$ cat config.mk
export PLATFORM = sky130hd
export DESIGN_NAME = port_deserializer
export DESIGN_NICKNAME = d
export VERILOG_FILES = /design/src/rtl/port_deserializer_pkg.sv /design/src/rtl/port_deserializer_ctrl.sv /design/src/rtl/port_deserializer.sv
export SDC_FILE = /design/constraint.sdc
export NUM_CORES = 1
export LEC_CHECK = 0
export CORE_ASPECT_RATIO = 1.2
export CORE_UTILIZATION = 42
export DETAILED_ROUTE_END_ITERATION = 16
export GPL_TIMING_DRIVEN = 0
export HOLD_SLACK_MARGIN = 0.05
export PLACE_DENSITY_LB_ADDON = 0.3
export SYNTH_ARGS = -nofsm -noshare
export SYNTH_HDL_FRONTEND = slang
export SYNTH_SLANG_ARGS = --single-unit
$ cat constraint.sdc
create_clock -name clk -period 2.11 [get_ports clk]
set_clock_uncertainty 0.15 [all_clocks]
set_input_delay 0.5275 -clock clk [delete_from_list [all_inputs] [get_ports clk]]
set_output_delay 0.5275 -clock clk [all_outputs]
set_load 0.005 [all_outputs]
$ cat src/rtl/port_deserializer_pkg.sv
// Shared types and sizing for the eight-slot port deserializer.
package port_deserializer_pkg;

    typedef enum logic {
        COLLECT = 1'b0,
        HOLD    = 1'b1
    } state_e;

    localparam int SLOT_NUM = 8;
    localparam int IDX_W    = 3;
    localparam int CNT_W    = 4;

endpackage

$ cat src/rtl/port_deserializer_ctrl.sv
// Frame sequencing for the deserializer: state, slot index and word count.
//   state   | meaning
//   COLLECT | accepting words into slots, in_ready=1
//   HOLD    | frame presented downstream, out_valid=1
module port_deserializer_ctrl
    import port_deserializer_pkg::*;
(
    input  logic             clk,
    input  logic             rst_n,
    input  logic             in_valid,
    input  logic             in_last,
    input  logic             out_ready,
    output logic             in_ready,
    output logic             out_valid,
    output logic             in_fire,
    output logic             out_fire,
    output logic             frame_close,
    output logic [IDX_W-1:0] idx,
    output logic [CNT_W-1:0] cnt
);

    state_e           state_q, state_d;
    logic [IDX_W-1:0] idx_q, idx_d;
    logic [CNT_W-1:0] cnt_q, cnt_d;
    logic             in_ready_q, in_ready_d;
    logic             out_valid_q, out_valid_d;

    assign in_fire     = in_valid && in_ready_q;
    assign out_fire    = out_valid_q && out_ready;
    assign frame_close = in_fire && ((idx_q == IDX_W'(SLOT_NUM - 1)) || in_last);

    always_comb begin
        state_d     = state_q;
        idx_d       = idx_q;
        cnt_d       = cnt_q;
        in_ready_d  = in_ready_q;
        out_valid_d = out_valid_q;
        case (state_q)
            COLLECT: begin
                if (frame_close) begin
                    state_d     = HOLD;
                    cnt_d       = CNT_W'(idx_q) + CNT_W'(1);
                    idx_d       = '0;
                    in_ready_d  = 1'b0;
                    out_valid_d = 1'b1;
                end else if (in_fire) begin
                    idx_d = idx_q + IDX_W'(1);
                end
            end
            HOLD: begin
                if (out_fire) begin
                    state_d     = COLLECT;
                    cnt_d       = '0;
                    in_ready_d  = 1'b1;
                    out_valid_d = 1'b0;
                end
            end
            default: begin
                state_d     = COLLECT;
                in_ready_d  = 1'b1;
                out_valid_d = 1'b0;
            end
        endcase
    end

    always_ff @(posedge clk) begin
        if (!rst_n) begin
            state_q     <= COLLECT;
            idx_q       <= '0;
            cnt_q       <= '0;
            in_ready_q  <= 1'b1;
            out_valid_q <= 1'b0;
        end else begin
            state_q     <= state_d;
            idx_q       <= idx_d;
            cnt_q       <= cnt_d;
            in_ready_q  <= in_ready_d;
            out_valid_q <= out_valid_d;
        end
    end

    assign in_ready  = in_ready_q;
    assign out_valid = out_valid_q;
    assign idx       = idx_q;
    assign cnt       = cnt_q;

endmodule

$ cat src/rtl/port_deserializer.sv
// Collects up to eight words into slots a..h and presents them as one frame
// with the bitwise-AND word and reduction-AND flag.
module port_deserializer
    import port_deserializer_pkg::*;
#(
    parameter int WIDTH = 8
) (
    input  logic             clk,
    input  logic             rst_n,
    input  logic             in_valid,
    output logic             in_ready,
    input  logic [WIDTH-1:0] in_data,
    input  logic             in_last,
    output logic             out_valid,
    input  logic             out_ready,
    output logic [WIDTH-1:0] a,
    output logic [WIDTH-1:0] b,
    output logic [WIDTH-1:0] c,
    output logic [WIDTH-1:0] d,
    output logic [WIDTH-1:0] e,
    output logic [WIDTH-1:0] f,
    output logic [WIDTH-1:0] g,
    output logic [WIDTH-1:0] h,
    output logic [WIDTH-1:0] and_w,
    output logic [WIDTH-1:0] q,
    output logic [3:0]       cnt
);

    logic             in_fire;
    logic             out_fire;
    logic             frame_close;
    logic [IDX_W-1:0] idx;
    logic [CNT_W-1:0] cnt_int;

    logic [WIDTH-1:0] slot_q [SLOT_NUM];
    logic [WIDTH-1:0] slot_d [SLOT_NUM];
    logic [WIDTH-1:0] and_w_q, and_w_d;
    logic [WIDTH-1:0] q_q, q_d;
    logic [WIDTH-1:0] and_next;

    port_deserializer_ctrl u_ctrl (
        .clk         (clk),
        .rst_n       (rst_n),
        .in_valid    (in_valid),
        .in_last     (in_last),
        .out_ready   (out_ready),
        .in_ready    (in_ready),
        .out_valid   (out_valid),
        .in_fire     (in_fire),
        .out_fire    (out_fire),
        .frame_close (frame_close),
        .idx         (idx),
        .cnt         (cnt_int)
    );

    assign and_next = and_w_q & in_data;

    // Slots and AND word idle at all-ones so padding never disturbs the reduction.
    always_comb begin
        slot_d  = slot_q;
        and_w_d = and_w_q;
        q_d     = q_q;
        if (out_fire) begin
            for (int i = 0; i < SLOT_NUM; i++) begin
                slot_d[i] = '1;
            end
            and_w_d = '1;
            q_d     = '0;
        end else if (in_fire) begin
            slot_d[idx] = in_data;
            and_w_d     = and_next;
            if (frame_close) begin
                q_d    = '0;
                q_d[0] = &and_next;
            end
        end
    end

    always_ff @(posedge clk) begin
        if (!rst_n) begin
            for (int i = 0; i < SLOT_NUM; i++) begin
                slot_q[i] <= '1;
            end
            and_w_q <= '1;
            q_q     <= '0;
        end else begin
            slot_q  <= slot_d;
            and_w_q <= and_w_d;
            q_q     <= q_d;
        end
    end

    assign a     = slot_q[0];
    assign b     = slot_q[1];
    assign c     = slot_q[2];
    assign d     = slot_q[3];
    assign e     = slot_q[4];
    assign f     = slot_q[5];
    assign g     = slot_q[6];
    assign h     = slot_q[7];
    assign and_w = and_w_q;
    assign q     = q_q;
    assign cnt   = cnt_int;

endmodule

==> run_results.csv, run 1 <==
group,metric,value,unit
timing,rsz0062_at_grt,"no",
cells_and_area,instances_no_fill,596,
cells_and_area,final_nets,515,
power_and_ir_drop,finalPower,3.07,mW
worst_setup_path,crit_fanout,8,
grt,grt_pass1_vias,3095,
floorplanning,io_pins,99,
worst_setup_path,cp_num_buf_inv,1,
detailed_routing,drc_errors,0,
floorplanning,rows,35,
power_and_ir_drop,power_frac_comb,12.1,%
worst_setup_path,start_kind,"register",
cts,cts_sinks,83,
cts,htreeDepth,3,
cts,tritoncts,"built",
worst_setup_path,end_kind,"output port",
synth,synth.top_cell.area_share,49.3,%
cts,ctsHoldBuffers,0,
timing,max_slew_margin,54.7,%
synth,yosysTopAreaCell,"dfxtp_1",
cts,clk_pin_slew,0.08,ns
placement,numPortBuffers,83,
cts,numCtsBuffers,9,
power_and_ir_drop,cellPowerDensity,680,nW/µm²
detailed_routing,routedWlPerCell,16.1,µm
cts,cts_setup_buffers,0,
synth,synth_area_per_cell,8.42,µm²
cts,clk_latency,0.35,ns
detailed_routing,drt_iter0_markers,246,
detailed_routing,met1_length,3.92,mm
grt,grt_pass1_wl,15.4,mm
floorplanning,core,7710,µm²
timing,finalCritPeriodShare,96.5,%
detailed_routing,viasPerCell,5.61,
detailed_routing,vias,3346,
worst_setup_path,critical_path_arrival,1.36,ns
run_status,outcome,"complete, no violations",
detailed_routing,wl_met2,4.86,mm
timing,timing.fmax,0.491,GHz
timing,fin_setup_tns,0,ns
synth,synth-edff-count,0,
synth,syn_area,3370,µm²
placement,place_ws,-0.185,ns
detailed_routing,top_layer_used,"met4",
timing,hold_viol,0,
power_and_ir_drop,p_int,2.29,mW
synth,ys_ff_latch,83,
worst_setup_path,slowest_stage,"clkdlybuf4s50_1",
grt,grt_max_degree,13,
floorplanning,dieArea,8380,µm²
synth,synth_cell_types,30,
cells_and_area,fillers,720,
worst_setup_path,max_stage_delay,0.55,ns
power_and_ir_drop,switchingPower,782,µW
cts,cts_resized,0,
power_and_ir_drop,clockPowerShare,34.5,%
worst_setup_path,critPathKind,"register to output port",
grt,track_usage,23.2,%
synth,synth_flop_cell,"dfxtp_1",
timing,layout_setup_ws,0.0734,ns
synth,ys_warn_count,0,
timing,worstMarginPinSlew,0.679,ns
floorplanning,initial_core_util,43.7,%
placement,dp_hpwl,6.85,mm
grt,grt-ovfl-total,0,
cells_and_area,diodes,0,
cells_and_area,drive_above_1_share,9.72,%
floorplanning,chipHeight,100,µm
timing,setup_viol,0,
worst_setup_path,required,1.43,ns
cts,cts_buffer_depth,2,
power_and_ir_drop,p_leak,1.66,nW
synth,synthArstFlopShare,0,%
cells_and_area,final_core_utilization,58.6,%
placement,place_inst,581,
cts,clockRootBuffer,"clkbuf_8",
worst_setup_path,crit_family,"buffers and inverters",
synth,synth_seq_area_share,49.3,%
cells_and_area,final_area,4520,µm²
synth,synth.area.top_cells,"dfxtp_1, nand3_1, o21ai_0, buf_6, clkbuf_1",
worst_setup_path,path_cells,"clkdlybuf4s50_1",
detailed_routing,drtPass1Iterations,5,
power_and_ir_drop,ir_drop,0.386,mV
job,drv_cap,0,
timing,hold_ws,0.336,ns
detailed_routing,drtAntennaViolNets,0,
placement,post_dp_cell_area,4340,µm²
cells_and_area,syn_to_final_growth,34.2,%
detailed_routing,route.met3.wl,568,µm
placement,gp_congestion,0.803,
synth,synthCells,400,
timing,slew_violations,0,
hold_path,worstHoldPathType,"register to register",
timing,min_period,2.04,ns
grt,antenna_found_initial,0,
detailed_routing,drt_wl_total,9.61,mm
floorplanning,die_w,83.7,µm
power_and_ir_drop,pwr-share-seq,53.3,%
power_and_ir_drop,power_switching_share,25.5,%
[final timing paths]
kind	start	to	slack [ns]	cells past startpoint
hold / removal	and_w[5]$_SDFFE_PP1P_	and_w[5]$_SDFFE_PP1P_	0.34	2
setup reg to reg	u_ctrl.idx[1]$_SDFFE_PN0P_	u_ctrl.cnt[3]$_SDFFE_PN0P_	0.36	5
hold reg to reg	and_w[5]$_SDFFE_PP1P_	and_w[5]$_SDFFE_PP1P_	0.34	2
setup / recovery	u_ctrl.in_ready$_SDFFE_PN1P_	in_ready	0.07	1
[metal layers]
| layer | vias to the layer above | GRT usage [%] |
|---|---|---|
| li1 | 1611 | - |
| met1 | 1569 | 27.3 |
| met2 | 141 | 41.3 |
| met3 | 25 | 3.70 |
| met4 | 0 | 11.1 |
| met5 | - | 0 |
[layout by cell type, fill, tap and decap left out, types with 2 or more instances in the layout]
cell	synthesis	layout
buf_6	7	7
nor2b_1	2	2
o21ai_0	72	72
o21ai_1	3	3
dfxtp_1	83	83
a21boi_0	9	9
clkbuf_8	0	12
nand3_1	134	134
clkbuf_2	2	2
buf_2	13	13
clkinv_2	0	2
and3b_1	2	2
nand3b_1	3	3
nor2_1	3	2
conb_1	1	7
clkbuf_1	21	22
nand4_1	5	5
buf_4	9	9
nand2b_1	2	2
nand2_1	13	13
o311ai_0	4	4
clkdlybuf4s50_1	0	83
ha_1	2	2
[layout make-up]
cell class                      instances  area, µm²  share of cell area, %
Tap cell                               92        115                   2.55
Timing Repair Buffer                   83        831                   18.4
Multi-Input combinational cell        270       1430                   31.6
Clock buffer                           13        169                   3.74
Clock inverter                          2       10.0                  0.222
Buffer                                 53        304                   6.73
Sequential cell                        83       1660                   36.8
[synth_stat cells (3+ instances only)]
cell type	n
buf_4	9
a21boi_0	9
o21ai_0	72
dfxtp_1	83
nand3b_1	3
clkbuf_1	21
o21ai_1	3
buf_6	7
buf_2	13
nand4_1	5
nand2_1	13
nand3_1	134
o311ai_0	4
nor2_1	3
[power groups by stage]
stage | Clock, mW | Combinational, mW | Sequential (mW)
after floorplan | 0 | 0.208 | 1.67
after global placement | 0 | 0.362 | 1.67
after detailed placement | 0 | 0.368 | 1.67
after CTS | 1.06 | 0.369 | 1.64
after global routing | 1.12 | 0.406 | 1.64
final | 1.06 | 0.372 | 1.64
[cells by family (layout without fill, tap and decap cells)]
group | count (synthesis) | count (layout) | synth area share [%]
other cells | 1 | 7 | 0.111
simple gates | 169 | 169 | 25.5
buf+inv | 53 | 151 | 9.03
compound gates | 92 | 92 | 15.3
flops | 83 | 83 | 49.3
fa+ha+maj | 2 | 2 | 0.743
[tightest hold or removal path: stages (launching register included)]
cell and delay, ns:
dfxtp_1 0.32, o21ai_0 0.07, nand2_1 0.05
No activity file was read; power rests on OpenSTA's default activity.
==> inputs of run 2 (changes only) <==
GPL_TIMING_DRIVEN = not set   (was 0)
==> run 2 against run 1 <==
Cell area grew 1.7%. Clock power grew 34%. Sequential cell count did not move. Largest power group unchanged. Worst hold slack gained 0.0094 ns. Clock-buffer cell count fell by 3.
==> run_results.csv, run 2 (synthesized netlist as in run 1, its figures left out) <==
group,metric,value,unit
cts,htreeDepth,3,
grt,grt_pass1_vias,2957,
floorplanning,rows,35,
cts,cts_setup_buffers,0,
placement,gp_congestion,0.884,
detailed_routing,drc_errors,0,
cells_and_area,final_common_cell,"nand3_1",
hold_path,worstHoldPathType,"register to register",
cells_and_area,syn_to_final_growth,36.5,%
worst_setup_path,max_stage_delay,0.54,ns
grt,antenna_found_initial,0,
timing,setup_viol,0,
cts,numCtsBuffers,9,
worst_setup_path,r2r_start,"u_ctrl.idx[0]$_SDFFE_PN0P_",
placement,numPortBuffers,91,
floorplanning,die_w,83.7,µm
run_status,outcome,"complete, no violations",
detailed_routing,vias,3280,
hold_path,whs_endpoint,"a[6]$_SDFFE_PP1P_",
timing,slew_violations,0,
cts,cts_resized,0,
timing,finalCritPeriodShare,94.9,%
worst_setup_path,start_kind,"register",
grt,track_usage,23.1,%
worst_setup_path,end_kind,"output port",
floorplanning,initial_core_util,43.7,%
worst_setup_path,required,1.43,ns
timing,layout_setup_ws,0.108,ns
power_and_ir_drop,cellPowerDensity,748,nW/µm²
cells_and_area,most-common-layout-cells,"nand3_1, clkdlybuf4s50_1, dfxtp_1",
timing,rsz0062_at_grt,"no",
power_and_ir_drop,p_leak,1.67,nW
detailed_routing,viasPerCell,5.70,
cts,clockRootBuffer,"clkbuf_8",
cts,cts_buffer_depth,2,
job,drv_cap,0,
hold_path,min_from,"a[6]$_SDFFE_PP1P_",
power_and_ir_drop,ir_drop,0.396,mV
worst_setup_path,r2r_end,"u_ctrl.cnt[2]$_SDFFE_PN0P_",
cts,clk_pin_slew,0.09,ns
hold_path,min_path_cells,2,
worst_setup_path,r2r_cells,6,
worst_setup_path,r2r_slack,0.32,ns
worst_setup_path,critPathKind,"register to output port",
detailed_routing,drt_wl_total,9.51,mm
worst_setup_path,cp_num_buf_inv,1,
timing,worstMarginPinSlew,0.902,ns
cells_and_area,final_nets,493,
floorplanning,chipHeight,100,µm
floorplanning,dieArea,8380,µm²
grt,grt_max_degree,41,
timing,timing.fmax,0.499,GHz
cts,ctsHoldBuffers,0,
worst_setup_path,path_cells,"clkdlybuf4s50_1",
cells_and_area,final_core_utilization,59.6,%
timing,fin_setup_tns,0,ns
detailed_routing,drt_iter0_markers,278,
timing,max_slew_margin,39.6,%
placement,post_dp_cell_area,4350,µm²
timing,min_period,2.00,ns
timing,hold_ws,0.345,ns
worst_setup_path,slowest_stage,"clkdlybuf4s50_1",
timing,hold_viol,0,
floorplanning,io_pins,99,
grt,grt_pass1_wl,15.2,mm
detailed_routing,routedWlPerCell,16.5,µm
worst_setup_path,critical_path_arrival,1.32,ns
placement,place_ws,0.0484,ns
cts,cts_sinks,83,
detailed_routing,drtPass1Iterations,5,
cts,clk_latency,0.36,ns
cells_and_area,diodes,0,
detailed_routing,drtAntennaViolNets,0,
grt,grt-ovfl-total,0,
worst_setup_path,crit_family,"buffers and inverters",
cells_and_area,fillers,683,
floorplanning,core,7710,µm²
placement,dp_hpwl,6.17,mm
worst_setup_path,crit_fanout,8,
cells_and_area,drive_above_1_share,8.90,%
cts,tritoncts,"built",
cells_and_area,final_area,4600,µm²
[run 2: changes by cell type in the layout (fill, tap and decap cells not counted), moves of 3 or more]
cell	change
clkbuf_1	-22
buf_4	+10
clkdlybuf4s50_1	+8
buf_12	+4
buf_6	-7
bufinv_16	+3
buf_2	-13
[run 2: metrics by stage]
| stage | power (mW) | std cells |
|---|---|---|
| after global routing | 3.55 | 575 |
| after global placement | 2.04 | 559 |
| final | 3.44 | 575 |
| after CTS | 3.44 | 575 |
| after floorplan | 1.88 | 406 |
| after detailed placement | 2.05 | 559 |
[run 2: how the worst max path moves through the flow]
stage	start	end	cells past startpoint
3_5_place_dp	in_valid	u_ctrl.cnt[2]$_SDFFE_PN0P_	4
4_1_cts	u_ctrl.in_ready$_SDFFE_PN1P_	in_ready	1
6_report	u_ctrl.in_ready$_SDFFE_PN1P_	in_ready	1
2_1_floorplan	u_ctrl.idx[1]$_SDFFE_PN0P_	q[0]$_SDFFE_PP0P_	5
5_1_grt	u_ctrl.in_ready$_SDFFE_PN1P_	in_ready	1
3_3_place_gp	in_valid	u_ctrl.cnt[0]$_SDFFE_PN0P_	4
[run 2: layout make-up]
class	instances	area [µm²]	share of cell area [%]
sequential	83	1660	36.2
multi-input combinational	270	1440	31.2
timing repair buffer	114	1130	24.7
clock buffer	10	138	2.99
tap	92	115	2.50
clock inverter	6	113	2.45
[run 2: metal layers]
layer,global-route usage (%),share of wire (%)
met4,10.7,2.6
met3,5.67,6.1
met1,29.5,43
met2,37.1,48
met5,0,0
[run 2: where the power goes]
| group | switching, mW | leakage, nW | internal (mW) |
|---|---|---|---|
| logic | 0.197 | 0.863 | 0.173 |
| clock network | 0.602 | 0.126 | 0.821 |
| registers | 0.0345 | 0.676 | 1.61 |
